===== src/rtl/edit_mem_buf_alloc_arb_pkg.sv =====
// ============================================================================
// Module      : edit_mem_buf_alloc_arb_pkg
// Description : Shared widths, defaults and helpers for the edit-memory allocator.
// Revision    : 1.0
// ============================================================================
`default_nettype none

`ifndef EM_BUF_PTR_NBITS
`define EM_BUF_PTR_NBITS 8
`endif
`ifndef EM_PU_NUM
`define EM_PU_NUM 4
`endif
`ifndef EM_PU_ID_NBITS
`define EM_PU_ID_NBITS 2
`endif

package edit_mem_buf_alloc_arb_pkg;

    localparam int TAG_FIFO_DEPTH     = 4;
    localparam int TAG_FIFO_PTR_NBITS = 2;
    localparam int STATS_CNT_NBITS    = 16;

    typedef logic [STATS_CNT_NBITS-1:0] stat_cnt_t;

    function automatic stat_cnt_t sat_inc(input stat_cnt_t value);
        return (value == '1) ? value : value + 1'b1;
    endfunction

endpackage

`default_nettype wire


===== src/rtl/edit_mem_alloc_tag_fifo.sv =====
// ============================================================================
// Module      : edit_mem_alloc_tag_fifo
// Description : Flop-based in-order FIFO holding the PU id of each issued request.
// Revision    : 1.0
// ============================================================================
`default_nettype none

module edit_mem_alloc_tag_fifo
    import edit_mem_buf_alloc_arb_pkg::*;
#(
    parameter int WIDTH = 2
) (
    input  logic             clk,
    input  logic             rst_n,
    input  logic             push,
    input  logic [WIDTH-1:0] push_data,
    input  logic             pop,
    output logic [WIDTH-1:0] rd_data,
    output logic             empty,
    output logic             full
);

    logic [WIDTH-1:0]              mem [TAG_FIFO_DEPTH];
    logic [TAG_FIFO_PTR_NBITS-1:0] wr_ptr;
    logic [TAG_FIFO_PTR_NBITS-1:0] rd_ptr;
    logic [TAG_FIFO_PTR_NBITS:0]   count;
    logic                          do_push;
    logic                          do_pop;

    assign do_push = push && !full;
    assign do_pop  = pop && !empty;
    assign empty   = (count == '0);
    assign full    = (count == (TAG_FIFO_PTR_NBITS+1)'(TAG_FIFO_DEPTH));
    assign rd_data = mem[rd_ptr];

    always_ff @(posedge clk or negedge rst_n) begin
        if (!rst_n) begin
            wr_ptr <= '0;
            rd_ptr <= '0;
            count  <= '0;
        end else begin
            if (do_push) wr_ptr <= wr_ptr + 1'b1;
            if (do_pop)  rd_ptr <= rd_ptr + 1'b1;
            // simultaneous push and pop leaves the occupancy unchanged
            if (do_push && !do_pop)      count <= count + 1'b1;
            else if (!do_push && do_pop) count <= count - 1'b1;
        end
    end

    always_ff @(posedge clk) begin
        if (do_push) mem[wr_ptr] <= push_data;
    end

endmodule

`default_nettype wire


===== src/rtl/edit_mem_buf_alloc_arb.sv =====
// ============================================================================
// Module      : edit_mem_buf_alloc_arb
// Description : Round-robin multi-PU buffer allocator in front of the free-buffer
//               controller. Optional counters: EM_BUF_ALLOC_STATS_EN.
// Revision    : 1.0
// ============================================================================
`default_nettype none

module edit_mem_buf_alloc_arb
    import edit_mem_buf_alloc_arb_pkg::*;
#(
    parameter int NUM_PU      = `EM_PU_NUM,
    parameter int PU_ID_NBITS = `EM_PU_ID_NBITS,
    parameter int BPTR_NBITS  = `EM_BUF_PTR_NBITS
) (
    input  logic                   clk,
    input  logic                   rst_n,
    input  logic                   freeb_init_done,
    input  logic [NUM_PU-1:0]      alloc_req,
    output logic                   alloc_valid,
    output logic [PU_ID_NBITS-1:0] alloc_id,
    output logic [BPTR_NBITS-1:0]  alloc_ptr,
    output logic [NUM_PU-1:0]      alloc_pending,
`ifdef EM_BUF_ALLOC_STATS_EN
    output logic [15:0]            alloc_grant_cnt,
    output logic [15:0]            alloc_retry_cnt,
`endif
    output logic                   pu_buf_req,
    input  logic                   pu_buf_valid,
    input  logic                   pu_buf_available,
    input  logic [BPTR_NBITS-1:0]  pu_buf_ptr,
    output logic                   tag_err
);

    logic [NUM_PU-1:0]      pend;
    logic [NUM_PU-1:0]      infl;
    logic [NUM_PU-1:0]      eligible;
    logic [NUM_PU-1:0]      pop_mask;
    logic [NUM_PU-1:0]      succ_mask;
    logic [NUM_PU-1:0]      grant_mask;
    logic [PU_ID_NBITS-1:0] rr_ptr;
    logic [PU_ID_NBITS-1:0] grant_id;
    logic [PU_ID_NBITS-1:0] tag_head;
    logic                   grant_vld;
    logic                   fifo_empty;
    logic                   fifo_full;
    logic                   issue;
    logic                   pop;

    assign pop   = pu_buf_valid && !fifo_empty;
    assign issue = grant_vld && freeb_init_done && !fifo_full;

    for (genvar i = 0; i < NUM_PU; i++) begin : g_pu
        assign pop_mask[i]   = pop && (tag_head == PU_ID_NBITS'(i));
        assign succ_mask[i]  = pop_mask[i] && pu_buf_available;
        assign grant_mask[i] = issue && (grant_id == PU_ID_NBITS'(i));
    end

    // A PU whose empty response is consumed this cycle may be re-issued at once.
    assign eligible = pend & ~succ_mask & ~(infl & ~pop_mask);

    // First pass picks the lowest eligible PU; second overrides with the lowest at or after rr_ptr.
    always_comb begin
        grant_vld = 1'b0;
        grant_id  = '0;
        for (int i = NUM_PU-1; i >= 0; i--) begin
            if (eligible[i]) begin
                grant_vld = 1'b1;
                grant_id  = PU_ID_NBITS'(i);
            end
        end
        for (int i = NUM_PU-1; i >= 0; i--) begin
            if (eligible[i] && (PU_ID_NBITS'(i) >= rr_ptr)) grant_id = PU_ID_NBITS'(i);
        end
    end

    edit_mem_alloc_tag_fifo #(
        .WIDTH (PU_ID_NBITS)
    ) u_tag_fifo (
        .clk       (clk),
        .rst_n     (rst_n),
        .push      (issue),
        .push_data (grant_id),
        .pop       (pop),
        .rd_data   (tag_head),
        .empty     (fifo_empty),
        .full      (fifo_full)
    );

    always_ff @(posedge clk or negedge rst_n) begin
        if (!rst_n) begin
            pend        <= '0;
            infl        <= '0;
            rr_ptr      <= '0;
            pu_buf_req  <= 1'b0;
            alloc_valid <= 1'b0;
            alloc_id    <= '0;
            alloc_ptr   <= '0;
            tag_err     <= 1'b0;
        end else begin
            pend       <= (pend | alloc_req) & ~succ_mask;
            infl       <= (infl & ~pop_mask) | grant_mask;
            pu_buf_req <= issue;
            if (issue) begin
                rr_ptr <= (grant_id == PU_ID_NBITS'(NUM_PU-1)) ? '0 : grant_id + 1'b1;
            end
            alloc_valid <= pop && pu_buf_available;
            if (pop && pu_buf_available) begin
                alloc_id  <= tag_head;
                alloc_ptr <= pu_buf_ptr;
            end
            if (pu_buf_valid && fifo_empty) tag_err <= 1'b1;
        end
    end

    assign alloc_pending = pend;

`ifdef EM_BUF_ALLOC_STATS_EN
    stat_cnt_t grant_cnt;
    stat_cnt_t retry_cnt;

    always_ff @(posedge clk or negedge rst_n) begin
        if (!rst_n) begin
            grant_cnt <= '0;
            retry_cnt <= '0;
        end else begin
            if (pop && pu_buf_available)  grant_cnt <= sat_inc(grant_cnt);
            if (pop && !pu_buf_available) retry_cnt <= sat_inc(retry_cnt);
        end
    end

    assign alloc_grant_cnt = grant_cnt;
    assign alloc_retry_cnt = retry_cnt;
`endif

endmodule

`default_nettype wire


===== config.mk =====
export PLATFORM = sky130hd
export DESIGN_NAME = edit_mem_buf_alloc_arb
export DESIGN_NICKNAME = d
export VERILOG_FILES = /design/src/rtl/edit_mem_buf_alloc_arb_pkg.sv /design/src/rtl/edit_mem_alloc_tag_fifo.sv /design/src/rtl/edit_mem_buf_alloc_arb.sv
export SDC_FILE = /design/constraint.sdc
export NUM_CORES = 1
export LEC_CHECK = 0
export BUFFER_PORTS_ARGS = -buffer_cell sky130_fd_sc_hd__buf_2
export CORE_MARGIN = 1.5
export CORE_UTILIZATION = 24
export DETAILED_ROUTE_END_ITERATION = 16
export HOLD_SLACK_MARGIN = 0.05
export RECOVER_POWER = 50
export SLEW_MARGIN = 20
export SYNTH_ARGS = -nofsm -noshare
export SYNTH_HDL_FRONTEND = slang
export SYNTH_SLANG_ARGS = --single-unit

===== constraint.sdc =====
create_clock -name clk -period 4.7 [get_ports clk]
set_input_delay 0.705 -clock clk [delete_from_list [all_inputs] [get_ports clk]]
set_output_delay 0.705 -clock clk [all_outputs]
set_load 0.02 [all_outputs]

==> results of run 1 <==
worst max path at each step:
stage	slack [ns]	endpoint	start
floorplan	1.32	u_tag_fifo.count[2]	pu_buf_valid
global placement	1.05	u_tag_fifo.count[2]	pu_buf_valid
detailed placement	0.93	u_tag_fifo.count[2]	pu_buf_valid
CTS	1.03	u_tag_fifo.count[2]	u_tag_fifo.rd_ptr[0]
global route	0.79	u_tag_fifo.count[2]	u_tag_fifo.rd_ptr[0]
finish	1.05	u_tag_fifo.count[2]	u_tag_fifo.rd_ptr[0]
final cells by class:
cell class                      instances  area (um2)  area share
Clock buffer                            6        72.6      0.0330
Tap cell                               99         124      0.0563
Multi-Input combinational cell         89         793       0.361
Timing Repair Buffer                   33         149      0.0677
Sequential cell                        38         991       0.451
Clock inverter                          2        10.0     0.00455
Inverter                               15        58.8      0.0268
cells by family (layout without fill, tap and decap cells):
group / after synthesis / count (layout) / synth area share
compound gates: 26 / 26 / 0.119
xor+xnor: 6 / 6 / 0.0285
fa+ha+maj: 10 / 10 / 0.0718
buf+inv: 16 / 56 / 0.0339
flops: 38 / 38 / 0.537
mux: 15 / 15 / 0.107
simple gates: 32 / 32 / 0.104
power by group through the flow:
stage | combinational [W] | clock [W] | sequential (W)
floorplan | 0.000581 | 0 | 0.000664
global route | 0.000945 | 0.000241 | 0.000631
finish | 0.000844 | 0.000212 | 0.000609
global placement | 0.000849 | 0 | 0.000610
CTS | 0.000858 | 0.000223 | 0.000607
detailed placement | 0.000856 | 0 | 0.000612
state kept, by name (all words and copies together), names as in the netlist, 3 cells and up:
signal and cells:
alloc_ptr 8, alloc_pending 4, infl 4, u_tag_fifo.count 3, u_tag_fifo.mem 8
Yosys cell counts (2+ instances only):
| cell type | count |
|---|---|
| a31o_2 | 2 |
| and2_2 | 4 |
| and3_1 | 2 |
| dfrtp_1 | 30 |
| edfxtp_1 | 8 |
| ha_1 | 9 |
| inv_1 | 14 |
| mux2_2 | 10 |
| mux2_4 | 2 |
| mux4_2 | 2 |
| nand2_1 | 7 |
| nand3_1 | 5 |
| nand4_1 | 2 |
| nor2_1 | 3 |
| nor3b_1 | 2 |
| o21a_1 | 3 |
| o21ai_0 | 4 |
| o2bb2ai_1 | 2 |
| xnor2_1 | 5 |
metrics by stage:
step                 util  power, W  hold slack, ns
floorplan               -   0.00125           0.409
global placement    0.291   0.00146           0.435
detailed placement  0.291   0.00147           0.446
CTS                 0.302   0.00169           0.466
global route        0.300   0.00182           0.507
finish              0.300   0.00166           0.456
metal layers:
layer  track usage  routed length, um
met5             0                  0
met4        0.0357                 48
met3        0.0337                260
met2         0.139               1480
met1         0.128               1760
==> impl_metrics.yaml, run 1 <==
routing:
  drtIter0Drc: 82
  antenna_left: 0
  vias: 1244
  drt_pass1_iterations: 4
  viasPerCell: 4.41
  wl_per_cell_um: 12.6
  drt_wl_total_um: 3550
  drc: 0
layout:
  finalNonFillerCells: 282
  nFillCells: 747
  layout_commonest_cell: "dfrtp_1"
  postLayoutCellArea_um2: 2200
  area_growth_pct: 19.0
  antennaDiodeCount: 0
  nNetsFinal: 209
  drive_gt1_frac: 0.290
  final_cell_mix: "30 x dfrtp_1, 20 x buf_2, 14 x inv_1, 14 x clkbuf_1, 10 x mux2_2"
synthesis:
  synth-async-reset-ratio: 0.789
  synth_top_cell_area_share: 0.407
  yosysSeqAreaShare: 0.537
  ys_seq_elements: 38
  synth_top_area_cell: "dfrtp_1"
  yosys_most_used_dff: "dfrtp_1"
  ys_warn_count: 0
  synth_area_um2: 1850
  synth_cell_types: 46
  synth_nets: 170
  syn_area_per_cell_um2: 12.9
  synth_edf_count: 8
  ys_top_cells_by_area: "dfrtp_1 41%, edfxtp_1 13%, ha_1 6.1%, mux2_2 6.1%, inv_1 2.8%"
  synthCells: 143
sta:
  setup_ws_ns: 1.05
  fin_crit_sh: 0.776
  grt_setup_unrepaired: "false"
  skew_ns: 0.00652
  finalCriticalPeriod_ns: 3.65
  relSlewSlack: -0.0562
  setup_violations: 0
  finalHoldViolCount: 0
  tightest_slew_ns: 1.58
  fmax_ghz: 0.274
  finalSetupTns_ns: 0
  maxSlewViolCount: 31
floorplan:
  die_y_um: 90.7
  rows: 31
  die_x_um: 90.7
  coreArea_um2: 7330
  floorplan.initialDensity: 0.252
  fp.dieArea_um2: 8230
  ioPinCount: 34
grt:
  grt_pass1_vias: 1267
  grt_use_total: 0.0952
  grt_pass1_wl_um: 6130
  overflow: 0
  grt_max_degree: 31
  antenna_found_initial: 0
pwr:
  clockPowerShare: 0.127
  combPwrFrac: 0.507
  netSwitchingPower_w: 0.000696
  seqPwrFrac: 0.366
  swShare: 0.418
  peakVddDrop_uv: 178
  p_int_w: 0.000968
  p_leak_nw: 0.928
  p_per_area_nw_per_um2: 757
critical_path:
  crit_required_ns: 4.87
  slowest_delay_ns: 0.65
  arrival_ns: 3.81
  crit_fanout: 10
  endpoint_kind: "register"
  critical-path-top-delay-family: "compound AO/OA/AOI/OAI gates"
  path_depth: 10
  slowest_stage: "mux4_2"
  reg2reg_depth: 10
  cp-start-kind: "register"
  crit_type: "register to register"
  rr_startpoint: "u_tag_fifo.rd_ptr[0]"
  path_cells: "mux4_2, nor3b_1, o22ai_1, o41ai_4, inv_4, ha_1, fa_1, xnor2_1, nor2_1, xor2_1"
  worst_r2r_endpoint: "u_tag_fifo.count[2]"
  rrSetupSlack_ns: 1.05
  path_buf_inv: 1
hold_path:
  hold_class: "register to register"
  holdPathStages: 1
  worstHoldStart: "tag_err"
  min_to: "tag_err"
status:
  status: "finished, violations left"
  violations: "max-capacitance violations, max-slew violations"
cts:
  worstSkewPairLatency_ns: 0.28
  cts_hold_buf: 0
  cts_resized: 0
  cts.sinks: 38
  path_clk_slew_ns: 0.07
  tritoncts.num_buffers: 5
  htreeDepth: 2
  clk_root_buffer_cell: "clkbuf_8"
  cts_tree: "yes"
  postCtsSetupBuffers: 0
  clockBufferDepth: 2
placed_design:
  pre_cts_ws_ns: 0.930
  hpwl_um: 2680
  place_area_um2: 2130
  portBuffers: 33
  place.gp.congestion: 0.774
  dp.cells: 274
run:
  timing.max_cap.violations: 1
Note: power is estimated with default switching activity, not from simulation.
==> inputs of run 2 (changes only) <==
- clock period: 4.7 -> 3.2 ns (I/O delays scaled with it)
==> run 2 against run 1 <==
The run still ends with max-capacitance violations, max-slew violations left. Design area is 3.6% higher. Clock-buffer cell count increased by 1. Clock power up 53%. Die area did not move. Utilization rose by 1.1 points. Sequential power is 46% higher. Cell count rose by 2.5%. Fmax is 19% higher. Critical endpoint unchanged. Largest power group unchanged.
==> impl_metrics.yaml, run 2 (synthesized netlist as in run 1, its figures left out) <==
cts:
  cts.sinks: 38
  htreeDepth: 2
  clk_root_buffer_cell: "clkbuf_8"
  worstSkewPairLatency_ns: 0.28
  path_clk_slew_ns: 0.07
  clockBufferDepth: 2
  tritoncts.num_buffers: 5
  cts_tree: "yes"
sta:
  finalCriticalPeriod_ns: 3.07
  relSlewSlack: -0.103
  setup_violations: 0
  finalSetupTns_ns: 0
  tightest_slew_ns: 1.65
  grt_setup_unrepaired: "false"
  maxSlewViolCount: 31
  fmax_ghz: 0.326
  skew_ns: 0.00597
  fin_crit_sh: 0.960
  finalHoldViolCount: 0
pwr:
  peakVddDrop_uv: 330
  p_per_area_nw_per_um2: 1130
  p_leak_nw: 0.961
grt:
  grt_use_total: 0.0908
  grt_pass1_wl_um: 5870
  grt_use_met1: 0.117
  antenna_found_initial: 0
  overflow: 0
  use_met3: 0.0278
  grt_pass1_vias: 1273
  busiest_layer: "met2"
  use_met2: 0.139
  grt_max_degree: 31
routing:
  drc: 0
  antenna_left: 0
  drtIter0Drc: 58
  wl_per_cell_um: 12.4
  drt_wl_total_um: 3570
  vias: 1263
  viasPerCell: 4.37
  drt_pass1_iterations: 4
status:
  status: "finished, violations left"
  violations: "max-capacitance violations, max-slew violations"
floorplan:
  die_x_um: 90.7
  coreArea_um2: 7330
  floorplan.initialDensity: 0.252
  ioPinCount: 34
  fp.dieArea_um2: 8230
  die_y_um: 90.7
  rows: 31
placed_design:
  place.gp.congestion: 0.868
  dp.cells: 281
  hpwl_um: 2660
  portBuffers: 33
layout:
  reg_top3: "alloc_ptr x8, u_tag_fifo.mem x8"
  drive_gt1_frac: 0.326
  layout_commonest_cell: "dfrtp_1"
  antennaDiodeCount: 0
  area_growth_pct: 23.4
  nNetsFinal: 217
  finalNonFillerCells: 289
  final_cell_mix: "29 x dfrtp_1, 19 x buf_2, 16 x clkbuf_1"
critical_path:
  path_cells: "mux4_2, or4_4, and3_4, o41ai_4, inv_4, ha_4, fa_2, xnor2_1, nor2_1, xor2_1"
  crit_type: "register to register"
  crit_required_ns: 3.37
  slowest_delay_ns: 0.58
  crit_fanout: 4
  arrival_ns: 3.24
  slowest_stage: "or4_4"
  cp-start-kind: "register"
  endpoint_kind: "register"
hold_path:
  hold_class: "primary input to register"
run:
  timing.max_cap.violations: 1
run 2: critical path, delay by kind of cell (launching register included):
kind	cells	cell delay, ns
fa+ha+maj	2	0.50
compound gates	1	0.28
mux	1	0.53
simple gates	3	0.87
buf+inv	1	0.06
flops	1	0.41
xor+xnor	2	0.28
run 2: where the power goes:
part | switching [W] | total [W] | internal (W)
sequential | 0.000135 | 0.000891 | 0.000755
combinational | 0.000749 | 0.00137 | 0.000616
clock | 0.000155 | 0.000325 | 0.000171
run 2: area by class of cell:
| class | count | area, um2 |
|---|---|---|
| Inverter | 15 | 58.8 |
| Fill cell | 753 | 5050 |
| Sequential cell | 38 | 992 |
| Multi-Input combinational cell | 89 | 813 |
| Tap cell | 99 | 124 |
| Timing Repair Buffer | 41 | 204 |
| Clock buffer | 7 | 86.3 |
run 2: worst paths after layout:
path,startpoint,to,slack (ns),depth (start not counted)
hold / removal,alloc_req[1],alloc_pending[1],0.39,2
min in group asynchronous,rst_n,u_tag_fifo.rd_ptr[0],0.61,1
setup / recovery,u_tag_fifo.rd_ptr[0],u_tag_fifo.count[2],0.13,10
setup reg to reg,u_tag_fifo.rd_ptr[0],u_tag_fifo.count[2],0.13,10
max in group asynchronous,rst_n,u_tag_fifo.rd_ptr[0],1.52,1
hold reg to reg,tag_err,tag_err,0.45,1
run 2: per-layer routing:
metal	wire length [um]	vias up
met5	0	-
met4	63	0
met3	251	6
met2	1580	52
met1	1680	597
li1	-	608
run 2: repair_timing:
| action | in CTS | in global routing |
|---|---|---|
| endpoints found under the hold margin | 0 | 0 |
| endpoints found under the setup margin | 0 | 1 |
| resized for setup | 0 | 1 |
| hold buffers | 0 | 0 |
| setup buffers | 0 | 1 |
run 2: stage by stage:
step | hold WS [ns] | utilization | area, um2 | power [W] | setup slack, ns
CTS | 0.259 | 0.313 | 2290 | 0.00261 | 0.0844
global route | 0.396 | 0.311 | 2280 | 0.00280 | 0.0159
finish | 0.394 | 0.311 | 2280 | 0.00258 | 0.129
floorplan | 0.184 | - | 1870 | 0.00185 | 0.0297
detailed placement | 0.439 | 0.301 | 2200 | 0.00226 | 0.100
global placement | 0.435 | 0.301 | 2200 | 0.00226 | 0.162
==> inputs of run 3 (changes only) <==
- CELL_PAD_IN_SITES_DETAIL_PLACEMENT: unset -> 1
- CELL_PAD_IN_SITES_GLOBAL_PLACEMENT: unset -> 1
- PLACE_DENSITY_LB_ADDON: unset -> 0.1
==> run 3 against run 2 <==
The flow still finishes with violations (max-capacitance violations, max-slew violations). Cell count grew 1.4%. Non-clock buffer count rose by 2. Total power rose by 9.6%. Sequential share of layout area fell by 1.8 points. Routed wire length increased by 24%. Critical path depth unchanged. Clock power grew 53%. Sequential cell count unchanged. Largest power group unchanged.
==> impl_metrics.yaml, run 3 (synthesized netlist as in run 1, its figures left out) <==
floorplan:
  ioPinCount: 34
  floorplan.initialDensity: 0.252
  die_x_um: 90.7
  coreArea_um2: 7330
  fp.dieArea_um2: 8230
  rows: 31
  die_y_um: 90.7
routing:
  wl_per_cell_um: 15.2
  drc: 0
  viasPerCell: 4.41
  antenna_left: 0
  drtIter0Drc: 54
  vias: 1292
  drt_wl_total_um: 4440
  drt_pass1_iterations: 4
grt:
  grt_use_total: 0.110
  grt_max_degree: 31
  overflow: 0
  grt_pass1_vias: 1336
  antenna_found_initial: 0
  grt_pass1_wl_um: 6910
sta:
  skew_ns: 0.00570
  grt_setup_unrepaired: "true"
  fmax_ghz: 0.322
  finalHoldViolCount: 0
  finalCriticalPeriod_ns: 3.10
  relSlewSlack: -0.114
  holdWs_ns: 0.385
  setup_violations: 0
  fin_crit_sh: 0.970
  maxSlewViolCount: 31
  tightest_slew_ns: 1.67
layout:
  nNetsFinal: 220
  final_cell_mix: "29 x dfrtp_1, 19 x buf_2, 14 x inv_1, 14 x clkbuf_1"
  antennaDiodeCount: 0
  drive_gt1_frac: 0.345
  area_growth_pct: 28.6
  reg_top3: "alloc_ptr x8, u_tag_fifo.mem x8"
  layout_commonest_cell: "dfrtp_1"
status:
  status: "finished, violations left"
  violations: "max-capacitance violations, max-slew violations"
cts:
  path_clk_slew_ns: 0.08
  cts.sinks: 38
  cts_tree: "yes"
  clk_root_buffer_cell: "clkbuf_8"
  htreeDepth: 2
  clockBufferDepth: 2
  worstSkewPairLatency_ns: 0.29
  tritoncts.num_buffers: 5
placed_design:
  hpwl_um: 3300
  place.gp.congestion: 0.847
  portBuffers: 33
critical_path:
  path_cells: "mux4_2, or4_4, and3_4, o41ai_4, inv_4, ha_4, fa_2, xnor2_1, nor2_1, xor2_1"
  crit_fanout: 4
  endpoint_kind: "register"
  crit_required_ns: 3.42
  slowest_stage: "or4_4"
  critical-path-top-delay-family: "simple AND/OR/NAND/NOR gates"
  cp-start-kind: "register"
  arrival_ns: 3.32
  crit_type: "register to register"
  path_buf_inv: 1
  slowest_delay_ns: 0.58
pwr:
  totalPowerFinal_w: 0.00283
  p_leak_nw: 1.01
  peakVddDrop_uv: 558
  p_per_area_nw_per_um2: 1190
run:
  timing.max_cap.violations: 1
hold_path:
  hold_class: "primary input to register"
[run 3: power by group]
group          switching [W]  internal [W]  total, W  leakage (nW)
Clock               0.000184      0.000312  0.000497        0.0683
Combinational       0.000778      0.000646   0.00142         0.528
Sequential          0.000153      0.000756  0.000909         0.413
[run 3: final timing paths]
check | start | endpoint | slack (ns) | cells past startpoint
setup / recovery | u_tag_fifo.rd_ptr[0] | u_tag_fifo.count[2] | 0.1 | 10
hold / removal | alloc_req[3] | alloc_pending[3] | 0.39 | 2
setup reg to reg | u_tag_fifo.rd_ptr[0] | u_tag_fifo.count[2] | 0.1 | 10
hold reg to reg | tag_err | tag_err | 0.48 | 1
max in group asynchronous | rst_n | u_tag_fifo.rd_ptr[0] | 1.51 | 1
min in group asynchronous | rst_n | tag_err | 0.60 | 1
[run 3: what timing repair did]
action	4_1_cts	5_1_grt
setup endpoints to repair	0	1
setup buffers	0	3
hold buffers	0	0
resized for setup	0	1
[run 3: worst register-to-register path: cells and delay by family (launching register included)]
kind,cells,cell delay (ns)
XOR/XNOR,2,0.28
multiplexers,1,0.54
AO/OA/AOI/OAI,1,0.28
adder cells (fa/ha/maj),2,0.50
flip-flops,1,0.42
AND/OR/NAND/NOR,3,0.92
buffers and inverters,1,0.07
[run 3: layer usage]
layer	vias up	GRT usage	share of wire	wire, um
met5	-	0	0	0
met4	0	0.0437	0.016	73
met3	5	0.0337	0.055	243
met2	38	0.167	0.45	2020
met1	629	0.147	0.47	2100
li1	620	-	-	-
[run 3: per-stage QoR]
step | setup TNS (ns) | instance area, um2 | std cells | utilization | setup slack [ns]
2_1_floorplan | 0 | 1870 | 143 | - | 0.0297
3_3_place_gp | 0 | 2200 | 281 | 0.301 | 0.139
3_5_place_dp | 0 | 2200 | 281 | 0.301 | 0.0438
4_1_cts | 0 | 2340 | 289 | 0.320 | 0.0133
5_1_grt | -0.0498 | 2370 | 293 | 0.324 | -0.0498
6_report | 0 | 2370 | 293 | 0.324 | 0.0966
[run 3: final cells by class]
cell class,instances,area [um2]
Timing Repair Buffer,43,223
Multi-Input combinational cell,90,840
Fill cell,819,4960
Inverter,15,58.8
Clock inverter,3,68.8
Clock buffer,5,68.8
Tap cell,99,124
Sequential cell,38,992
